File: src/rtl/lease_sampler_drain_ctrl.sv
// Lease sampler sequencer: runs the sampler, flushes its table and drains the buffer to the host stream.
// Optional build macro LEASE_DRAIN_HEADER_EN prepends a header word to every drain.
module lease_sampler_drain_ctrl #(
  parameter int BUF_AW     = 13,
  parameter int READ_LAT   = 2,
  parameter int TABLE_WAIT = 128
) (
  input  logic              clock_i,
  input  logic              resetn_i,
  input  logic              run_i,
  input  logic              stop_i,
  input  logic              sampler_full_i,
  input  logic [BUF_AW:0]   buf_count_i,
  input  logic [31:0]       rd_interval_i,
  input  logic [31:0]       rd_pc_i,
  input  logic [31:0]       rd_target_i,
  input  logic [63:0]       rd_trace_i,
  output logic              sampler_en_o,
  output logic              sampler_clear_o,
  output logic              sampler_dump_o,
  output logic [BUF_AW-1:0] sampler_addr_o,
  output logic [31:0]       out_data_o,
  output logic              out_valid_o,
  input  logic              out_ready_i,
  output logic              out_last_o,
  output logic              busy_o,
  output logic              done_o
);

  localparam int CNT_MAX = (TABLE_WAIT > READ_LAT) ? TABLE_WAIT : READ_LAT;
  localparam int CNT_W   = $clog2(CNT_MAX + 1);
  localparam logic MODE_FULL  = 1'b0;
  localparam logic MODE_FINAL = 1'b1;

  typedef enum logic [3:0] {
    S_IDLE, S_RUN, S_FLUSH, S_SETUP, S_HDR, S_ADDR, S_WAIT, S_EMIT, S_CLEAR, S_DONE
  } state_t;

  state_t            state_q, state_d;
  logic [CNT_W-1:0]  cnt_q, cnt_d;
  logic [BUF_AW:0]   idx_q, idx_d;
  logic [BUF_AW:0]   n_q, n_d;
  logic [BUF_AW-1:0] addr_q, addr_d;
  logic [2:0]        wq_q, wq_d;
  logic              mode_q, mode_d;
  logic              stop_q, stop_d;
  logic [159:0]      hold_q, hold_d;
  logic [BUF_AW:0]   idx_inc;
  logic              last_entry;

  assign idx_inc    = idx_q + 1'b1;
  assign last_entry = (idx_inc == n_q);
  assign sampler_addr_o = addr_q;

  always_comb begin
    state_d = state_q;
    cnt_d   = cnt_q;
    idx_d   = idx_q;
    n_d     = n_q;
    addr_d  = addr_q;
    wq_d    = wq_q;
    mode_d  = mode_q;
    stop_d  = stop_q;
    hold_d  = hold_q;
    sampler_en_o    = 1'b0;
    sampler_clear_o = 1'b0;
    sampler_dump_o  = 1'b0;
    out_data_o      = '0;
    out_valid_o     = 1'b0;
    out_last_o      = 1'b0;
    busy_o          = (state_q != S_IDLE) && (state_q != S_RUN);
    done_o          = 1'b0;

    // An end-of-program stop arriving during a FULL drain must not be lost.
    if (stop_i && (mode_q == MODE_FULL) &&
        (state_q inside {S_SETUP, S_HDR, S_ADDR, S_WAIT, S_EMIT})) begin
      stop_d = 1'b1;
    end

    case (state_q)
      S_IDLE: begin
        if (run_i) state_d = S_RUN;
      end
      S_RUN: begin
        sampler_en_o = 1'b1;
        stop_d       = 1'b0;
        if (sampler_full_i) begin
          mode_d  = MODE_FULL;
          stop_d  = stop_i;
          state_d = S_SETUP;
        end else if (stop_i) begin
          cnt_d   = '0;
          state_d = S_FLUSH;
        end else if (!run_i) begin
          state_d = S_IDLE;
        end
      end
      S_FLUSH: begin
        sampler_dump_o = (cnt_q == '0);
        if (cnt_q == CNT_W'(TABLE_WAIT - 1)) begin
          mode_d  = MODE_FINAL;
          stop_d  = 1'b0;
          state_d = S_SETUP;
        end else begin
          cnt_d = cnt_q + 1'b1;
        end
      end
      S_SETUP: begin
        n_d   = buf_count_i;
        idx_d = '0;
        wq_d  = '0;
`ifdef LEASE_DRAIN_HEADER_EN
        state_d = S_HDR;
`else
        if (buf_count_i == '0) begin
          state_d = S_CLEAR;
        end else begin
          addr_d  = '0;
          state_d = S_ADDR;
        end
`endif
      end
`ifdef LEASE_DRAIN_HEADER_EN
      S_HDR: begin
        out_valid_o = 1'b1;
        out_data_o  = {mode_q, 2'b00, 13'(n_q), 16'hD5A7};
        out_last_o  = (n_q == '0);
        if (out_ready_i) begin
          if (n_q == '0) begin
            state_d = S_CLEAR;
          end else begin
            addr_d  = '0;
            state_d = S_ADDR;
          end
        end
      end
`endif
      S_ADDR: begin
        cnt_d   = '0;
        state_d = S_WAIT;
      end
      S_WAIT: begin
        // The address was presented on entry to ADDR, so data is valid READ_LAT cycles later.
        if (cnt_q == CNT_W'(READ_LAT - 1)) begin
          hold_d  = {rd_trace_i, rd_target_i, rd_pc_i, rd_interval_i};
          wq_d    = '0;
          state_d = S_EMIT;
        end else begin
          cnt_d = cnt_q + 1'b1;
        end
      end
      S_EMIT: begin
        out_valid_o = 1'b1;
        case (wq_q)
          3'd0:    out_data_o = hold_q[31:0];
          3'd1:    out_data_o = hold_q[63:32];
          3'd2:    out_data_o = hold_q[95:64];
          3'd3:    out_data_o = hold_q[127:96];
          3'd4:    out_data_o = hold_q[159:128];
          default: out_data_o = '0;
        endcase
        out_last_o = (wq_q == 3'd4) && last_entry;
        if (out_ready_i) begin
          if (wq_q == 3'd4) begin
            wq_d  = '0;
            idx_d = idx_inc;
            if (last_entry) begin
              state_d = S_CLEAR;
            end else begin
              addr_d  = idx_inc[BUF_AW-1:0];
              state_d = S_ADDR;
            end
          end else begin
            wq_d = wq_q + 1'b1;
          end
        end
      end
      S_CLEAR: begin
        sampler_clear_o = 1'b1;
        if (mode_q == MODE_FINAL) begin
          state_d = S_DONE;
        end else if (stop_q || stop_i) begin
          stop_d  = 1'b0;
          cnt_d   = '0;
          state_d = S_FLUSH;
        end else begin
          state_d = S_RUN;
        end
      end
      S_DONE: begin
        done_o = 1'b1;
        if (!run_i) state_d = S_IDLE;
      end
      default: state_d = S_IDLE;
    endcase
  end

  always_ff @(posedge clock_i) begin
    if (!resetn_i) begin
      state_q <= S_IDLE;
      cnt_q   <= '0;
      idx_q   <= '0;
      addr_q  <= '0;
      wq_q    <= '0;
      mode_q  <= MODE_FULL;
      stop_q  <= 1'b0;
    end else begin
      state_q <= state_d;
      cnt_q   <= cnt_d;
      idx_q   <= idx_d;
      addr_q  <= addr_d;
      wq_q    <= wq_d;
      mode_q  <= mode_d;
      stop_q  <= stop_d;
    end
  end

  // Entry data and the snapshot count are only observed in drain states, so they carry no reset.
  always_ff @(posedge clock_i) begin
    hold_q <= hold_d;
    n_q    <= n_d;
  end

endmodule
File: config.mk
export PLATFORM = sky130hd
export DESIGN_NAME = lease_sampler_drain_ctrl
export DESIGN_NICKNAME = d
export VERILOG_FILES = /design/src/rtl/lease_sampler_drain_ctrl.sv
export SDC_FILE = /design/constraint.sdc
export NUM_CORES = 1
export LEC_CHECK = 0
export ABC_AREA = 1
export CAP_MARGIN = 0
export CELL_PAD_IN_SITES_DETAIL_PLACEMENT = 2
export CELL_PAD_IN_SITES_GLOBAL_PLACEMENT = 2
export CORE_ASPECT_RATIO = 0.75
export CORE_UTILIZATION = 31
export DETAILED_ROUTE_END_ITERATION = 7
export PLACE_DENSITY_LB_ADDON = 0.1
export SLEW_MARGIN = 40
export SYNTH_ARGS = -nofsm -noshare
export SYNTH_HDL_FRONTEND = slang
export SYNTH_SLANG_ARGS = --single-unit
export TNS_END_PERCENT = 50
File: constraint.sdc
create_clock -name clock_i -period 10 [get_ports clock_i]
set_input_delay 1.5 -clock clock_i [delete_from_list [all_inputs] [get_ports clock_i]]
set_output_delay 1.5 -clock clock_i [all_outputs]
set_load 0.02 [all_outputs]
======== Yosys cells after proc, flatten, opt, wreduce, memory -nomap -nowiden ========
Index checks and enable logic that the tools add are counted.
operators by class
  add/subtract/negate cells ............... 3
  mux-type cells .......................... 49
  equality and inequality tests ........... 31
  bitwise operators ....................... 1
  reductions and logical operators ........ 22
operator list
  kind                                                              number
  32-bit case mux with 5 select lines                               1
  13-bit two-way mux                                                4
  8-bit two-way mux                                                 6
  4-bit two-way mux                                                 11
  8-bit case mux with 5 select lines                                1
  4-bit case mux with 9 select lines                                1
  32-bit two-way mux                                                1
  14-bit two-way mux                                                2
  14-bit case mux with 2 select lines                               1
  13-bit case mux with 2 select lines                               1
  2-bit inequality test (second input constant)                     12
  4-bit by 3-bit == test with 1-bit output (second input constant)  4
  14-bit by 1-bit adder with 14-bit output (second input constant)  1
  14-bit == test                                                    1
  14-bit zero test                                                  1
  1-bit two-way mux                                                 13
  5-bit AND reduction                                               2
  5-bit nonzero test                                                2
  3-bit two-way mux                                                 3
  3-bit case mux with 3 select lines                                1
  3-bit AND reduction                                               3
  8-bit by 1-bit adder with 8-bit output (second input constant)    1
  4-bit by 2-bit == test with 1-bit output (second input constant)  2
  4-bit == test (second input constant)                             2
  other kinds (23)                                                  29
word-level totals
  bits in registers ....................... 218
  output and inout port bits .............. 52
  input bits .............................. 180
  logic and storage cells ................. 115

======== Logic depth before layout (Yosys ltp) ========
Gate-level depths: netlist (run 1).
  word-level depth ........................ 7
  gate-level depth with buffers ........... 17
  gate-level depth less buffers ........... 16

======== Least setup slack after synthesis (run 1) ========
No wires, ideal clock.
  path kind ............................... reg-to-reg
  start point ............................. register cnt_q[1]
  end point ............................... register cnt_q[4]
  stages on the path, launching flop included .. 10
  library setup time ...................... 0.086 ns
  clock period less this slack ............ 8.437 ns
  slack ................................... 1.563 ns
  required time ........................... 9.914 ns
  arrival time ............................ 8.352 ns
  cell sequence ........................... dfxtp_1 -> inv_1 -> ha_1 -> or3b_2 -> nor2_1 -> nor2_1 -> nand3_1 -> buf_4 -> o21ai_4 -> a211oi_1
between the ends
  cells in the longest elaborated chain, start to end .. 3
  elaborated cells between the ends (all ways) .. 9
RTL lines
  element                                                                    RTL line  text
  start, declared                                                            40        logic [CNT_W-1:0] cnt_q, cnt_d;
  start signal, assigned                                                     209       cnt_q <= cnt_d;
  8-bit by 1-bit adder with 8-bit output, or another cell as far along       105, 149
  8-bit two-way mux, or another cell as far along                            144       if (cnt_q == CNT_W'(READ_LAT - 1)) begin
  8-bit case mux with 5 select lines or 7-bit AND reduction (tied branches)  -
Several ways; a longest one is shown, not always the timed one. The select of a mux whose other input is x is not followed.
A chain may end at the register's enable or synchronous reset.

======== Worst setup path in the final report (run 1) ========
  start point ............................. register wq_q[0]
  end point ............................... output out_data_o[29]
between the ends
  cells in the longest elaborated chain, start to end .. 3
  elaborated cells between the ends (all ways) .. 7
RTL lines
  element                                      RTL line  text
  start, declared                              44        logic [2:0] wq_q, wq_d;
  start signal, assigned                       212       wq_q <= wq_d;
  3-bit == test, or another cell as far along  154       case (wq_q)
  32-bit case mux with 5 select lines *        154
  32-bit two-way mux *                         80        case (state_q)
  end, declared                                22        output logic [31:0] out_data_o,
Every way passes the cells marked *; elsewhere a longest branch is shown, timed or not.

==> impl_metrics.csv, run 1 <==
group,metric,value,unit
setup_path,reg2reg_depth,12,
placement,numPortBuffers,231,
setup_path,crit_family,"buffers and inverters",
drt,final_antenna_net_count,0,
yosys,syn_nets,1100,
clock_network,cts_hold_buf,0,
drt,route.detailed.drc,0,
setup_path,end_kind,"primary output",
min_path,hp-class,"register to register",
clock_network,cts_tree,"built",
yosys,synth_edf_count,174,
timing,fin_crit_sh,48.7,%
timing,rsz0062_at_grt,"false",
clock_network,clkTransAtPathRegs,60,ps
drt,wirelength,32900,um
clock_network,cts_resized,0,
yosys,synth_most_common_cell,"edfxtp_1",
setup_path,cp_max_fo,34,
die,die_h,155,um
drt,first_pass_iters,5,
drt,vias,7750,
timing,fmax,0.205,GHz
die,fp.dieW,206,um
layout,drive_gt1_share,9.58,%
clock_network,clkSinkCount,218,
timing,worst_pin_slew,780,ps
clock_network,numCtsBuffers,25,
setup_path,critPathSlowestCell,"clkdlybuf4s50_1",
yosys,async_reset_ff_share,0,%
layout,fill_cells,3178,
placement,place_hpwl,23100,um
setup_path,worstPathArrival,3370,ps
min_path,hold_path_depth,1,
die,start_util,31.8,%
die,fp-row-count,55,
yosys,synth_cell_types,46,
grt,grt_use_total,20.8,%
placement,gp_congestion,0.798,
grt,grt_pass1_wl,49800,um
die,fp.coreArea,30300,sq um
setup_path,path_cells,"inv_1 > ha_1 > nand2_1 > clkinv_1 > buf_4 > nand2_1 > o21ai_0 > a311oi_1 > nor2_1 > clkdlybuf4s50_1",
grt,antenna_found_initial,6,
die,io_pins,232,
yosys,synth_cells,911,
die,dieArea,31800,sq um
setup_path,cpPeakStageDelay,630,ps
yosys,synth_area_leaders,"edfxtp_1, dfxtp_1, nand2_1, inv_1, nand3_1",
grt,grt_pass1_vias,8246,
drt,via_per_inst,4.97,
clock_network,ctsHtreeMaxLevel,1,
clock_network,cts_root_buffer,"clkbuf_16",
timing,finalHoldViolCount,0,
power_and_ir_drop,peakVddDrop,0.129,mV
clock_network,clockBufferDepth,3,
yosys,seq_area_frac_synth,63.3,%
grt,grt_max_degree,84,
layout,final_util,43.7,%
flow_run,drv_cap,0,
timing,max-slew-margin-rel,48.0,%
setup_path,cp_data_required_time,8500,ps
yosys,yosysTopAreaCell,"edfxtp_1",
yosys,syn_area,9640,sq um
yosys,synthTopCellsByCount,"edfxtp_1, nand2_1, inv_1, nor2_1, nand3_1",
setup_path,critPathKind,"register to primary output",
setup_path,path_depth,10,
setup_path,path_buf_inv,4,
grt,overflow,0,
yosys,ys_warn_count,0,
drt,routedWlPerCell,21.1,um
timing,period_needed,4870,ps
yosys,synth_top_area_share,54.2,%
drt,drtIter0Drc,336,
layout,nets,1329,
clock_network,clk_latency,540,ps
timing,drv_slew,0,
outcome,outcome,"complete, no violations",
setup_path,worst_path_most_repeated_cell,"nand2_1",
power_and_ir_drop,p_leak,4.74,nW
layout,area_delta_synth_final,37.6,%
timing,fin_setup_tns,0,ps
yosys,synth-main-ff-cell,"edfxtp_1",
power_and_ir_drop,power.density,186,nW/um^2
timing,finClkSkew,13.3,ps
yosys,avgSynthCellArea,10.6,sq um
setup_path,start_kind,"register",
yosys,synth.ff_latch_count,218,
clock_network,cts_setup_buffers,0,
timing,setup_viol,0,
==> registers in the layout, summed over array words and instances (netlist names) <==
signal / cells
n_q: 14
state_q: 4
sampler_addr_o: 13
cnt_q: 8
hold_q: 160
stop_q: 1
idx_q: 14
mode_q: 1
wq_q: 3
==> layout by cell type (no fill, tap or decap), types with 4 or more instances in the layout <==
master	n
inv_1	96
nand2_2	20
nor3_1	11
edfxtp_1	174
inv_2	9
nand2_1	158
nand3_2	4
clkbuf_16	26
nand3_1	62
buf_4	7
clkinv_2	5
nor4_1	4
nand4_1	16
a31oi_1	24
a311oi_1	19
a21oi_1	30
nand3b_1	7
ha_1	9
a211oi_1	4
nor2_1	81
clkbuf_8	5
dfxtp_1	44
a32o_1	19
clkdlybuf4s50_1	231
o21ai_0	42
nor2_2	12
==> final cells by class <==
cell class	count	area [sq um]	share of cell area (%)
sequential	218	6110	46.0
tap	399	499	3.76
antenna	2	5.00	0.0377
clock inverter	12	143	1.08
timing repair buffer	241	2410	18.2
clock buffer	34	732	5.52
multi-input combinational	547	2960	22.3
inverter	107	404	3.05
==> power breakdown <==
part           switching, mW  total, mW  internal, mW
Sequential            0.0294       1.04          1.01
Clock                  0.390      0.980         0.590
Combinational          0.263      0.447         0.184
Total                  0.683       2.46          1.78
==> routing by layer <==
metal	GRT usage, %	share of wire, %	up-vias
met1	29.8	48	3849
met2	31.8	44	176
met3	4.87	5.7	41
li1	-	-	3676
met5	0	0.17	-
met4	4.13	1.6	8
==> worst paths after layout <==
| check | startpoint | endpoint | slack (ps) |
|---|---|---|---|
| hold / removal | cnt_q[5]$_SDFFE_PN0P_ | cnt_q[5]$_SDFFE_PN0P_ | 500 |
| setup / recovery | wq_q[0]$_SDFFE_PN0P_ | out_data_o[29] | 5130 |
| setup reg to reg | wq_q[0]$_SDFFE_PN0P_ | sampler_addr_o[1]$_SDFFE_PN0P_ | 6700 |
| hold reg to reg | cnt_q[5]$_SDFFE_PN0P_ | cnt_q[5]$_SDFFE_PN0P_ | 500 |
==> kinds of logic after synthesis <==
| family | after synthesis | share of synthesized area, % |
|---|---|---|
| buffers and inverters | 146 | 6.02 |
| AO/OA/AOI/OAI | 151 | 10.4 |
| AND/OR/NAND/NOR | 387 | 19.1 |
| adder cells (fa/ha/maj) | 9 | 1.17 |
| flip-flops | 218 | 63.3 |
==> metrics by stage <==
step                      area [sq um]  std cells  total power, mW  hold WS (ps)  worst slack (ps)
after floorplan                   9640        911             1.31           463              1560
after global placement           12300       1511             1.49           482              5290
after detailed placement         12400       1512             1.51           495              5650
after CTS                        13300       1558             2.50           509              5060
after global routing             13300       1559             2.57           530              4860
final                            13300       1560             2.46           497              5130
Note: power is estimated with default switching activity, not from simulation.
==> inputs of run 2 (changes only) <==
Settings changed: CORE_UTILIZATION 31 to 28.
Clock period 10 ns to 4.45 ns, I/O delays scaled along.
==> run 2 against run 1 <==
Effect of this change:
- critical endpoint is now out_last_o
- critical path type unchanged
- via count fell by 0.19%
- wire length rose by 2.5%
- sequential share of layout area fell by 0.069 points
- clock skew rose by 9.0 ps
- highest routed layer unchanged
- clock-buffer cell count fell by 3
- worst hold slack improved by 13 ps
- sequential cell count did not move
- critical path depth did not move
- first-iteration DRC count rose by 43%
- cell count rose by 3.7%
- design area rose by 0.15%
- core utilization fell by 4.3 points
==> impl_metrics.csv, run 2 (synthesized netlist as in run 1, its figures left out) <==
group,metric,value,unit
outcome,outcome,"complete, no violations",
setup_path,path_cells,"ha_1 > nand3_1 > o21bai_1 > nand2_1 > nand2_1 > nand3_1 > nor2_2 > nand4_4 > nor2_1 > clkdlybuf4s50_1",
timing,period_needed,4170,ps
timing,fin_setup_tns,0,ps
layout,multi_input_comb_area,2960,sq um
power_and_ir_drop,p_leak,4.70,nW
min_path,hp-class,"register to register",
power_and_ir_drop,power.density,407,nW/um^2
timing,finalHoldViolCount,0,
timing,drv_slew,0,
die,io_pins,232,
die,fp.coreArea,33700,sq um
clock_network,cts_resized,0,
placement,numPortBuffers,231,
grt,grt_pass1_wl,50800,um
setup_path,end_kind,"primary output",
die,start_util,28.6,%
clock_network,cts_tree,"built",
placement,place_hpwl,23900,um
drt,route.detailed.drc,0,
clock_network,cts_setup_buffers,0,
flow_run,drv_cap,0,
die,fp.dieW,216,um
drt,routedWlPerCell,20.9,um
clock_network,clk_latency,540,ps
setup_path,crit_start,"idx_q[0]$_SDFFE_PN0P_",
die,fp-row-count,58,
die,die_h,163,um
placement,gp_congestion,0.757,
clock_network,cts_root_buffer,"clkbuf_16",
drt,via_per_inst,4.78,
layout,final_common_cell,"clkdlybuf4s50_1",
timing,finClkSkew,22.3,ps
clock_network,clkSinkCount,218,
layout,reg_top3,"hold_q: 160 flops, idx_q: 14 flops, n_q: 14 flops",
timing,fmax,0.240,GHz
clock_network,ctsHtreeMaxLevel,1,
drt,vias,7735,
timing,rsz0062_at_grt,"false",
layout,final_cell_mix,"clkdlybuf4s50_1, edfxtp_1, nand2_1, inv_1, nor2_1",
clock_network,cts_hold_buf,0,
layout,regMostFlops,"hold_q",
grt,overflow,0,
power_and_ir_drop,power.total,5.41,mW
power_and_ir_drop,peakVddDrop,0.228,mV
drt,drtIter0Drc,480,
grt,antenna_found_initial,6,
layout,ff_latch_area,6110,sq um
layout,drive_gt1_share,9.04,%
timing,worst_pin_slew,782,ps
grt,grt_use_total,19.2,%
timing,max-slew-margin-rel,47.3,%
layout,area_delta_synth_final,37.8,%
timing,setup_viol,0,
setup_path,critPathSlowestCell,"clkdlybuf4s50_1",
setup_path,start_kind,"register",
layout,nets,1331,
grt,grt_max_degree,161,
drt,wirelength,33700,um
layout,largest_reg_flops,160,
min_path,hp-start,"mode_q$_SDFFE_PN0P_",
setup_path,critPathKind,"register to primary output",
clock_network,clkTransAtPathRegs,70,ps
clock_network,clockBufferDepth,3,
setup_path,worstPathArrival,3510,ps
setup_path,reg2reg_from,"wq_q[0]$_SDFFE_PN0P_",
drt,first_pass_iters,4,
timing,fin_crit_sh,93.8,%
grt,grt_pass1_vias,8169,
setup_path,cp_max_fo,14,
die,dieArea,35200,sq um
setup_path,cp_data_required_time,3780,ps
layout,fill_cells,3553,
clock_network,numCtsBuffers,25,
setup_path,cpPeakStageDelay,650,ps
drt,final_antenna_net_count,0,
==> run 2: cell types whose count changed in the layout (fill, tap and decap cells not counted), sizes merged <==
| cell | delta |
|---|---|
| diode | +5 |
| clkinv | +4 |
| clkinvlp | -1 |
| clkbuf | -3 |
| buf | +2 |
==> run 2: final timing paths <==
path	depth (start not counted)	end	slack [ps]
worst min register to register	2	mode_q$_SDFFE_PN0P_	510
worst min-delay path	2	mode_q$_SDFFE_PN0P_	510
worst max-delay path	10	out_last_o	280
worst max register to register	14	sampler_addr_o[5]$_SDFFE_PN0P_	1420
==> run 2: per-stage QoR <==
step | util (%) | setup slack (ps) | instance area (sq um) | hold WS (ps) | instances
3_5_place_dp | 37.0 | 830 | 12400 | 505 | 1564
2_1_floorplan | - | 360 | 9650 | 463 | 911
6_report | 39.5 | 275 | 13300 | 510 | 1618
3_3_place_gp | 37.0 | 809 | 12400 | 482 | 1564
4_1_cts | 39.3 | 203 | 13200 | 517 | 1610
5_1_grt | 39.4 | 29.5 | 13300 | 533 | 1613
==> run 2: where the power goes <==
group	total, mW	switching (mW)	internal, mW
registers	2.34	0.0704	2.26
logic	1.02	0.602	0.415
clock network	2.06	0.855	1.21
==> run 2: metal layers <==
| layer | global-route usage [%] | routed length [um] | up-vias | share of wire, % |
|---|---|---|---|---|
| met5 | 0 | 26 | - | 0.077 |
| met4 | 3.87 | 572 | 4 | 1.7 |
| met3 | 3.87 | 1740 | 35 | 5.2 |
| met2 | 28.3 | 14300 | 187 | 43 |
| met1 | 28.8 | 17100 | 3837 | 51 |
| li1 | - | - | 3672 | - |
==> run 2: cell type report <==
class                           count  share of cell area [%]
Clock inverter                     15                    1.13
Timing Repair Buffer              243                    18.3
Clock buffer                       31                    4.88
Multi-Input combinational cell    547                    22.3
Inverter                          107                    3.04
Sequential cell                   218                    46.0
Antenna cell                        7                   0.132
Tap cell                          450                    4.24
==> run 2: critical path: cells and delay by family (launching register included) <==
kind / cells / cell delay [ps]
AO/OA/AOI/OAI: 1 / 390
adder cells (fa/ha/maj): 1 / 270
buffers and inverters: 1 / 650
flip-flops: 1 / 500
AND/OR/NAND/NOR: 7 / 1150
==> inputs of run 3 (changes only) <==
Settings changed: CORE_ASPECT_RATIO 0.75 to default, RECOVER_POWER from default to 25.
==> run 3 against run 2 <==
Effect of this change:
- global-route usage fell by 0.84 points
- wire length down 5.0%
- clock power up 4%
- power up 0.75%
- highest routed layer unchanged
==> impl_metrics.csv, run 3 (synthesized netlist as in run 1, its figures left out) <==
group,metric,value,unit
outcome,outcome,"complete, no violations",
clock_network,cts_tree,"built",
die,fp-row-count,67,
timing,drv_slew,0,
setup_path,crit_end,"out_data_o[10]",
setup_path,start_kind,"register",
placement,place_hpwl,23000,um
grt,antenna_found_initial,17,
grt,grt_use_total,18.3,%
setup_path,critPathKind,"register to primary output",
drt,routedWlPerCell,19.8,um
setup_path,cp_data_required_time,3780,ps
clock_network,clkSinkCount,218,
placement,gp_congestion,0.776,
drt,wirelength,32100,um
layout,nets,1332,
timing,rsz0062_at_grt,"false",
layout,instances_no_fill,1621,
drt,vias,7674,
layout,final_cell_mix,"edfxtp_1, nand2_1, clkdlybuf4s50_1, dlygate4sd3_1, inv_1",
clock_network,cts_hold_buf,0,
power_and_ir_drop,p_leak,4.76,nW
layout,regMostFlops,"hold_q",
layout,largest_reg_flops,160,
grt,grt_pass1_wl,49900,um
drt,first_pass_iters,4,
grt,overflow,0,
clock_network,clkTransAtPathRegs,60,ps
clock_network,numCtsBuffers,27,
grt,grt_max_degree,161,
drt,route.detailed.drc,0,
min_path,hp-class,"register to register",
clock_network,clk_latency,560,ps
setup_path,reg2reg_depth,13,
die,fp.coreArea,33700,sq um
die,io_pins,232,
timing,max-slew-margin-rel,52.1,%
layout,fill_cells,3564,
timing,period_needed,4090,ps
timing,fin_setup_tns,0,ps
setup_path,r2r_end,"sampler_addr_o[6]$_SDFFE_PN0P_",
clock_network,ctsHtreeMaxLevel,1,
die,fp.dieW,188,um
die,dieArea,35200,sq um
placement,numPortBuffers,231,
placement,dp_cells,1561,
setup_path,cp_max_fo,19,
timing,finalHoldViolCount,0,
setup_path,worstPathArrival,3420,ps
layout,final_common_cell,"edfxtp_1",
setup_path,reg2reg_slack,1070,ps
clock_network,cts_root_buffer,"clkbuf_16",
layout,fin_area,13300,sq um
layout,area_delta_synth_final,38.4,%
grt,grt_pass1_vias,8615,
power_and_ir_drop,peakVddDrop,0.331,mV
drt,via_per_inst,4.73,
power_and_ir_drop,power.density,409,nW/um^2
setup_path,crit_start,"wq_q[0]$_SDFFE_PN0P_",
flow_run,drv_cap,0,
setup_path,reg2reg_from,"wq_q[0]$_SDFFE_PN0P_",
layout,drive_gt1_share,9.03,%
timing,finClkSkew,9.85,ps
drt,drtIter0Drc,309,
die,die_h,188,um
min_path,hold_path_depth,1,
die,start_util,28.6,%
timing,worst_pin_slew,711,ps
placement,place_area,12400,sq um
timing,fmax,0.245,GHz
layout,reg_top3,"hold_q: 160 flops, idx_q: 14 flops, n_q: 14 flops",
setup_path,end_kind,"primary output",
timing,setup_viol,0,
drt,final_antenna_net_count,0,
clock_network,cts_setup_buffers,0,
timing,fin_crit_sh,91.9,%
clock_network,clockBufferDepth,3,
[run 3: changes by cell type in the layout (fill, tap and decap cells not counted), sizes merged]
cell           before  now
diode               7   10
dlygate4sd3         0  111
clkbuf             31   40
bufinv              3    2
clkdlybuf4s50     231  120
clkinv             11    7
buf                12   11
clkinvlp            1    0
[run 3: per-layer routing]
layer	track usage, %	part of all wire (%)	routed length, um
met1	20.6	39	12600
met2	32.9	51	16300
met3	6.68	7.7	2470
met4	4.16	1.8	578
met5	0	0.28	89
[run 3: worst min path at each step]
stage                                startpoint                     to  slack (ps)
after floorplan           cnt_q[5]$_SDFFE_PN0P_  cnt_q[5]$_SDFFE_PN0P_         460
after global placement    cnt_q[5]$_SDFFE_PN0P_  cnt_q[5]$_SDFFE_PN0P_         490
after detailed placement  cnt_q[5]$_SDFFE_PN0P_  cnt_q[5]$_SDFFE_PN0P_         500
after CTS                 cnt_q[5]$_SDFFE_PN0P_  cnt_q[5]$_SDFFE_PN0P_         510
after global routing      cnt_q[5]$_SDFFE_PN0P_  cnt_q[5]$_SDFFE_PN0P_         520
final                     cnt_q[5]$_SDFFE_PN0P_  cnt_q[5]$_SDFFE_PN0P_         510
[run 3: critical path: stages (launching register included)]
cell	delay, ps
dfxtp_1	380
inv_1	110
ha_1	380
nand2_1	260
clkinv_2	330
buf_4	310
nand2_1	60
o21ai_0	80
a311oi_1	300
nor2_1	70
clkdlybuf4s50_1	580
[run 3: repair_timing]
action	4_1_cts	5_1_grt
setup endpoints to repair	9	0
hold endpoints to repair	0	0
gates resized for setup	1	0
[run 3: metrics by stage]
stage / setup WS [ps] / utilization [%] / hold WS (ps) / power, mW
after floorplan: 360 / - / 463 / 2.94
after global placement: 657 / 36.9 / 486 / 3.36
after detailed placement: 529 / 36.9 / 496 / 3.39
after CTS: 216 / 39.4 / 515 / 5.59
after global routing: 23.2 / 39.5 / 525 / 5.73
final: 361 / 39.6 / 509 / 5.45
[run 3: final cells by class]
class / instances / area [sq um] / area share (%)
Clock inverter: 9 / 106 / 0.797
Tap cell: 448 / 561 / 4.20
Inverter: 107 / 405 / 3.04
Antenna cell: 10 / 25.0 / 0.188
Sequential cell: 218 / 6110 / 45.8
Clock buffer: 40 / 744 / 5.58
Timing Repair Buffer: 242 / 2430 / 18.2
Multi-Input combinational cell: 547 / 2960 / 22.2
[run 3: power breakdown]
part	switching [mW]	total (mW)	internal, mW
sequential	0.0652	2.33	2.27
clock	0.881	2.15	1.27
combinational	0.577	0.971	0.395
